===== src/rtl/cpu_pkg.sv =====
// Shared CPU definitions: instruction field layout and fetch FSM encoding.
// Imported by the fetch stage and its bus interface.
package cpu_pkg;

  localparam int INSTR_W = 32;
  localparam int IMM_W   = 16;

  localparam int OP_HI = 31;
  localparam int OP_LO = 26;
  localparam int RS_HI = 25;
  localparam int RS_LO = 21;
  localparam int RT_HI = 20;
  localparam int RT_LO = 16;
  localparam int RD_HI = 15;
  localparam int RD_LO = 11;

  localparam logic [1:0] FETCH = 2'd0;
  localparam logic [1:0] HOLD  = 2'd1;
  localparam logic [1:0] DRAIN = 2'd2;

  function automatic logic [31:0] word_align(
    input logic [29:0] w
  );
    return {w, 2'b00};
  endfunction

endpackage


===== src/rtl/instr_fetch_unit_if.sv =====
// Fetch-stage bus bundle: imem req/ack, redirect strobe, decode handshake.
// master = fetch unit, slave = memory/decode/branch side.
interface instr_fetch_unit_if;
  import cpu_pkg::*;

  logic               mem_req;
  logic [31:0]        mem_addr;
  logic               mem_ack;
  logic [INSTR_W-1:0] mem_rdata;

  logic               redirect_valid;
  logic [31:0]        redirect_pc;

  logic               id_ready;
  logic               id_valid;
  logic [INSTR_W-1:0] id_instr;
  logic [31:0]        id_pc;
  logic [31:0]        id_pc_plus4;
  logic [5:0]         id_opcode;
  logic [4:0]         id_rs;
  logic [4:0]         id_rt;
  logic [4:0]         id_rd;
  logic [IMM_W-1:0]   id_imm;

  modport master (
    output mem_req, mem_addr,
    input  mem_ack, mem_rdata,
    input  redirect_valid, redirect_pc,
    input  id_ready,
    output id_valid, id_instr, id_pc,
    output id_pc_plus4,
    output id_opcode, id_rs, id_rt,
    output id_rd, id_imm
  );

  modport slave (
    input  mem_req, mem_addr,
    output mem_ack, mem_rdata,
    output redirect_valid, redirect_pc,
    output id_ready,
    input  id_valid, id_instr, id_pc,
    input  id_pc_plus4,
    input  id_opcode, id_rs, id_rt,
    input  id_rd, id_imm
  );

endinterface


===== src/rtl/instr_fetch_unit.sv =====
// Instruction fetch stage: PC, imem req/ack, instruction register,
// decode valid/ready handshake and field split for decode.
module instr_fetch_unit
  import cpu_pkg::*;
#(
  parameter logic [31:0] RESET_PC = 32'h0000_0000,
  parameter logic [31:0] PC_STEP  = 32'd4
) (
  input  logic                clk,
  input  logic                rst_n,
  instr_fetch_unit_if.master  bus
);

  logic [1:0]         state;
  logic               run;
  logic [31:0]        pc;
  logic [31:0]        drain_addr;
  logic               id_valid;
  logic [INSTR_W-1:0] id_instr;
  logic [31:0]        id_pc;

  logic [31:0] tgt;
  logic        is_fetch;
  logic        is_hold;
  logic        is_drain;
  logic        unused_lo;

  assign tgt       = word_align(bus.redirect_pc[31:2]);
  assign unused_lo = ^bus.redirect_pc[1:0];

  assign is_fetch = (state == FETCH);
  assign is_hold  = (state == HOLD);
  assign is_drain = (state == DRAIN);

  // run gates the request off for the first cycle after reset
  assign bus.mem_req  = run & (is_fetch | is_drain);
  assign bus.mem_addr = is_drain ? drain_addr : pc;

  always_ff @(posedge clk) begin
    if (!rst_n) begin
      state      <= FETCH;
      run        <= 1'b0;
      pc         <= word_align(RESET_PC[31:2]);
      drain_addr <= '0;
      id_valid   <= 1'b0;
      id_instr   <= '0;
      id_pc      <= '0;
    end else begin
      run <= 1'b1;
      unique case (1'b1)
        is_fetch: begin
          if (bus.redirect_valid) begin
            pc         <= tgt;
            drain_addr <= pc;
            if (run && !bus.mem_ack)
              state <= DRAIN;
          end else if (run && bus.mem_ack) begin
            id_instr <= bus.mem_rdata;
            id_pc    <= pc;
            id_valid <= 1'b1;
            pc       <= pc + PC_STEP;
            state    <= HOLD;
          end
        end
        is_hold: begin
          if (bus.redirect_valid) begin
            id_valid <= 1'b0;
            pc       <= tgt;
            state    <= FETCH;
          end else if (bus.id_ready) begin
            id_valid <= 1'b0;
            state    <= FETCH;
          end
        end
        is_drain: begin
          if (bus.redirect_valid)
            pc <= tgt;
          if (bus.mem_ack)
            state <= FETCH;
        end
        default: state <= FETCH;
      endcase
    end
  end

  assign bus.id_valid    = id_valid;
  assign bus.id_instr    = id_instr;
  assign bus.id_pc       = id_pc;
  assign bus.id_pc_plus4 = id_pc + PC_STEP;

  assign bus.id_opcode = id_instr[OP_HI:OP_LO];
  assign bus.id_rs     = id_instr[RS_HI:RS_LO];
  assign bus.id_rt     = id_instr[RT_HI:RT_LO];
  assign bus.id_rd     = id_instr[RD_HI:RD_LO];
  assign bus.id_imm    = id_instr[IMM_W-1:0];

endmodule


===== src/flat_wrapper.sv =====
// flat-port wrapper written by rule: the top's interface ports become plain ports
module instr_fetch_unit_flat import cpu_pkg::*;
#(
  parameter logic [31:0] RESET_PC = 32'h0000_0000,
  parameter logic [31:0] PC_STEP  = 32'd4
)
  (clk, rst_n, bus_mem_req, bus_mem_addr, bus_mem_ack, bus_mem_rdata, bus_redirect_valid, bus_redirect_pc, bus_id_ready, bus_id_valid, bus_id_instr, bus_id_pc, bus_id_pc_plus4, bus_id_opcode, bus_id_rs, bus_id_rt, bus_id_rd, bus_id_imm);
  instr_fetch_unit_if bus_i ();
  input  logic clk;
  input  logic rst_n;
  output wire logic [$bits(bus_i.mem_req)-1:0] bus_mem_req;
  output wire logic [$bits(bus_i.mem_addr)-1:0] bus_mem_addr;
  input wire logic [$bits(bus_i.mem_ack)-1:0] bus_mem_ack;
  input wire logic [$bits(bus_i.mem_rdata)-1:0] bus_mem_rdata;
  input wire logic [$bits(bus_i.redirect_valid)-1:0] bus_redirect_valid;
  input wire logic [$bits(bus_i.redirect_pc)-1:0] bus_redirect_pc;
  input wire logic [$bits(bus_i.id_ready)-1:0] bus_id_ready;
  output wire logic [$bits(bus_i.id_valid)-1:0] bus_id_valid;
  output wire logic [$bits(bus_i.id_instr)-1:0] bus_id_instr;
  output wire logic [$bits(bus_i.id_pc)-1:0] bus_id_pc;
  output wire logic [$bits(bus_i.id_pc_plus4)-1:0] bus_id_pc_plus4;
  output wire logic [$bits(bus_i.id_opcode)-1:0] bus_id_opcode;
  output wire logic [$bits(bus_i.id_rs)-1:0] bus_id_rs;
  output wire logic [$bits(bus_i.id_rt)-1:0] bus_id_rt;
  output wire logic [$bits(bus_i.id_rd)-1:0] bus_id_rd;
  output wire logic [$bits(bus_i.id_imm)-1:0] bus_id_imm;
  assign bus_mem_req = bus_i.mem_req;
  assign bus_mem_addr = bus_i.mem_addr;
  assign bus_i.mem_ack = bus_mem_ack;
  assign bus_i.mem_rdata = bus_mem_rdata;
  assign bus_i.redirect_valid = bus_redirect_valid;
  assign bus_i.redirect_pc = bus_redirect_pc;
  assign bus_i.id_ready = bus_id_ready;
  assign bus_id_valid = bus_i.id_valid;
  assign bus_id_instr = bus_i.id_instr;
  assign bus_id_pc = bus_i.id_pc;
  assign bus_id_pc_plus4 = bus_i.id_pc_plus4;
  assign bus_id_opcode = bus_i.id_opcode;
  assign bus_id_rs = bus_i.id_rs;
  assign bus_id_rt = bus_i.id_rt;
  assign bus_id_rd = bus_i.id_rd;
  assign bus_id_imm = bus_i.id_imm;
  instr_fetch_unit #(.RESET_PC(RESET_PC), .PC_STEP(PC_STEP)) u_core (.clk(clk), .rst_n(rst_n), .bus(bus_i));
endmodule

===== config.mk =====
export PLATFORM = sky130hd
export DESIGN_NAME = instr_fetch_unit_flat
export DESIGN_NICKNAME = d
export VERILOG_FILES = /design/src/rtl/cpu_pkg.sv /design/src/rtl/instr_fetch_unit_if.sv /design/src/rtl/instr_fetch_unit.sv /design/src/flat_wrapper.sv
export SDC_FILE = /design/constraint.sdc
export NUM_CORES = 1
export LEC_CHECK = 0
export ABC_AREA = 1
export CORE_ASPECT_RATIO = 0.75
export CORE_UTILIZATION = 45
export DETAILED_ROUTE_END_ITERATION = 8
export DONT_BUFFER_PORTS = 1
export GPL_ROUTABILITY_DRIVEN = 0
export PLACE_DENSITY = 0.57
export SLEW_MARGIN = 20
export SYNTH_ARGS = -nofsm -noshare
export SYNTH_HDL_FRONTEND = slang
export SYNTH_SLANG_ARGS = --single-unit

===== constraint.sdc =====
create_clock -name clk -period 3.45 [get_ports clk]
set_input_delay 0.1725 -clock clk [delete_from_list [all_inputs] [get_ports clk]]
set_output_delay 0.1725 -clock clk [all_outputs]
set_load 0.01 [all_outputs]

==> run metrics <==
DRC viols 0; Final Cell Area 7606 sq um; Die Ht 108.3 um; Hold Fails Final Rpt 0; DR WL met3 1.423 mm; Leakage 2.843 nW; Starting DRT DRC Count 467; Antenna Nets Post-Route 0; Net Sw Frac 39.18%; Worst EP arrival 2.26 ns; total grt overflow 0; clk_lat worst skew 0.42 ns; Max VDD drop 0.3563 mV; Clock Sinks 126; metal2 WL 8.386 mm; initial core utilization 46.43%; die area 15560 sq um; WS Path Type reg2out; Pwr per Cell Area 736.4 nW/um^2; Combinational Power Share 28.0%; FMAX 0.4104 GHz; Yosys warnings 0; setup ws final 1.013 ns; Worst Setup Slack post-DPL 1.073 ns; vias in the first global route 5891; first-pass GRT wire length 31.40 mm; post-synthesis register bit count 126; Main synth FF type dfxtp_1; DRT Wirelength 19.98 mm; Worst Hold Slack 0.02622 ns; RSZ-0062 raised after global routing no; Worst setup SP type register; placeable core region 14600 sq um; Pint 3.407 mW; worst hold path class in2reg; Clk network pwr share 32.5%; Distinct cells, synth 38; I/O Pins 236; NetSw 2.194 mW; worst slew pin tran 0.8375 ns; register share of total power 39.6%; syn_area_per_cell 6.600 sq um; final period utilization 70.63%; fin cells 1221; Post-Syn Area 6778 sq um; Port Buffer Count 0; mean number of vias per cell 5.340; multi-input logic area 3521 sq um; initial antenna violation count 0; GRT Total Usage 26.70%; status finished clean; clock buffer depth 2; largest net degree at the start of global routing 103; post-placement cell count 1148; clock root cell clkbuf_16; Die Wd 143.7 um; share of synthesized registers carrying an async set or reset 0%; Setup TNS 0 ns; post-synthesis sequential area ratio 37.22%; Rel. slew slack 44.10%; fillcell total 1545; Placed Area 6578 sq um; Total Power 5.601 mW; FF+latch area 2522 sq um; total CTS buffers 17; Post-CTS Setup Repair Bufs 0; layout cells sized above 1 5.681%; top sig layer met4; clock skew 0.007866 ns; Util after Layout 52.11%; Syn Inst Count 1027; Post-synth EDFFs 0; Worst Path Max Fanout 4; area grow syn2layout 12.22%; endpoints failing setup 0; DRT Pass-1 Iters 7; FP Rows 38; max-cap violations 0; clk slew on worst S/H paths 0.06 ns; diodes inserted 0; WP data required 3.28 ns; Post-DP HPWL 13.96 mm; WL/cell 16.36 um; htree depth 4; via count 6520; Crit. End Element output pin; min cycle time layout 2.437 ns; TritonCTS clock tree yes; WL met1 9.911 mm; Slew Viols, Final 0; fin nets 1083
## logic make-up after synthesis
logic type | share of synthesized area (%)
flops | 37.22
simple gates | 28.82
xor+xnor | 3.489
fa+ha+maj | 1.108
compound gates | 18.17
buf+inv | 11.15
other cells | 0.05533
## final timing paths
path                                             from                endpoint  slack (ns)  depth (start not counted)
worst max register to register        u_core.state[0]  u_core.bus.id_instr[0]        1.08                          9
worst min register to register  u_core.drain_addr[17]   u_core.drain_addr[17]        0.48                          2
worst min-delay path               bus_redirect_pc[7]            u_core.pc[7]        0.03                          2
worst max-delay path              u_core.bus.id_pc[3]     bus_id_pc_plus4[22]        1.01                          8
## cells in the mapped netlist, drive strengths merged (2+ instances only)
cell / count / share of area [%]
a211oi: 4 / 0.44
a21oi: 82 / 6.1
a31oi: 3 / 0.28
buf: 58 / 5.9
clkbuf: 33 / 1.8
dfxtp: 126 / 37
ha: 6 / 1.1
inv: 60 / 3.4
nand2: 209 / 12
nand3: 36 / 2.7
nand4: 9 / 0.83
nor2: 198 / 11
nor3: 17 / 1.4
o211ai: 2 / 0.22
o21ai: 142 / 10
o22ai: 3 / 0.28
or2: 3 / 0.28
xnor2: 8 / 1.0
xor2: 19 / 2.5
## timing repair
action	in CTS	in global routing
setup endpoints to repair	0	0
hold endpoints to repair	104	0
resized for setup	0	0
hold buffers	41	0
## state kept, by name, indices dropped and copies added, names as in the netlist
register and count:
u_core.state 2, u_core.bus.id_pc 30, u_core.run 1, u_core.bus.id_valid 1, u_core.bus.id_instr 32, u_core.pc 30
u_core.drain_addr 30
## layout by cell type, fill, tap and decap left out, types with 4 or more instances in the layout
master	instances
nor2_1	190
nand3_1	35
o21ai_0	140
a211oi_1	4
clkinv_2	4
nand2_1	205
nor2_2	5
dfxtp_1	126
xnor2_1	8
clkinvlp_4	4
nor3_1	16
nand4_1	9
conb_1	6
inv_1	57
xor2_1	19
nand2_2	4
dlygate4sd3_1	40
buf_4	7
a21oi_1	82
clkbuf_16	17
ha_1	6
## power groups by stage
stage	logic, mW	clock network (mW)	registers (mW)
after floorplan	1.29	0	2.05
after global placement	1.50	0	2.23
after detailed placement	1.51	0	2.24
after CTS	1.57	1.86	2.21
after global routing	1.78	1.93	2.26
final	1.57	1.82	2.22
## worst max-delay path: stages (launching register included)
cell,delay [ns]
dfxtp_1,0.44
ha_1,0.26
nand3_1,0.09
nor2_1,0.19
nand2_1,0.13
nor2_1,0.22
nand2_2,0.13
nor2_4,0.12
xor2_1,0.27
## metal layers
metal	vias to the layer above	GRT usage, %
met2	244	39.18
li1	3266	-
met5	-	0
met1	2992	38.36
met4	0	7.827
met3	18	6.510
## layout make-up
cell class	instances	area share (%)
flip-flops and latches	126	33.16
well taps	200	3.290
multi-input cells	754	46.29
repair buffers	48	6.317
clock buffers	21	6.054
clock inverters	11	1.842
inverters	61	3.043
Note: power is estimated with default switching activity, not from simulation.
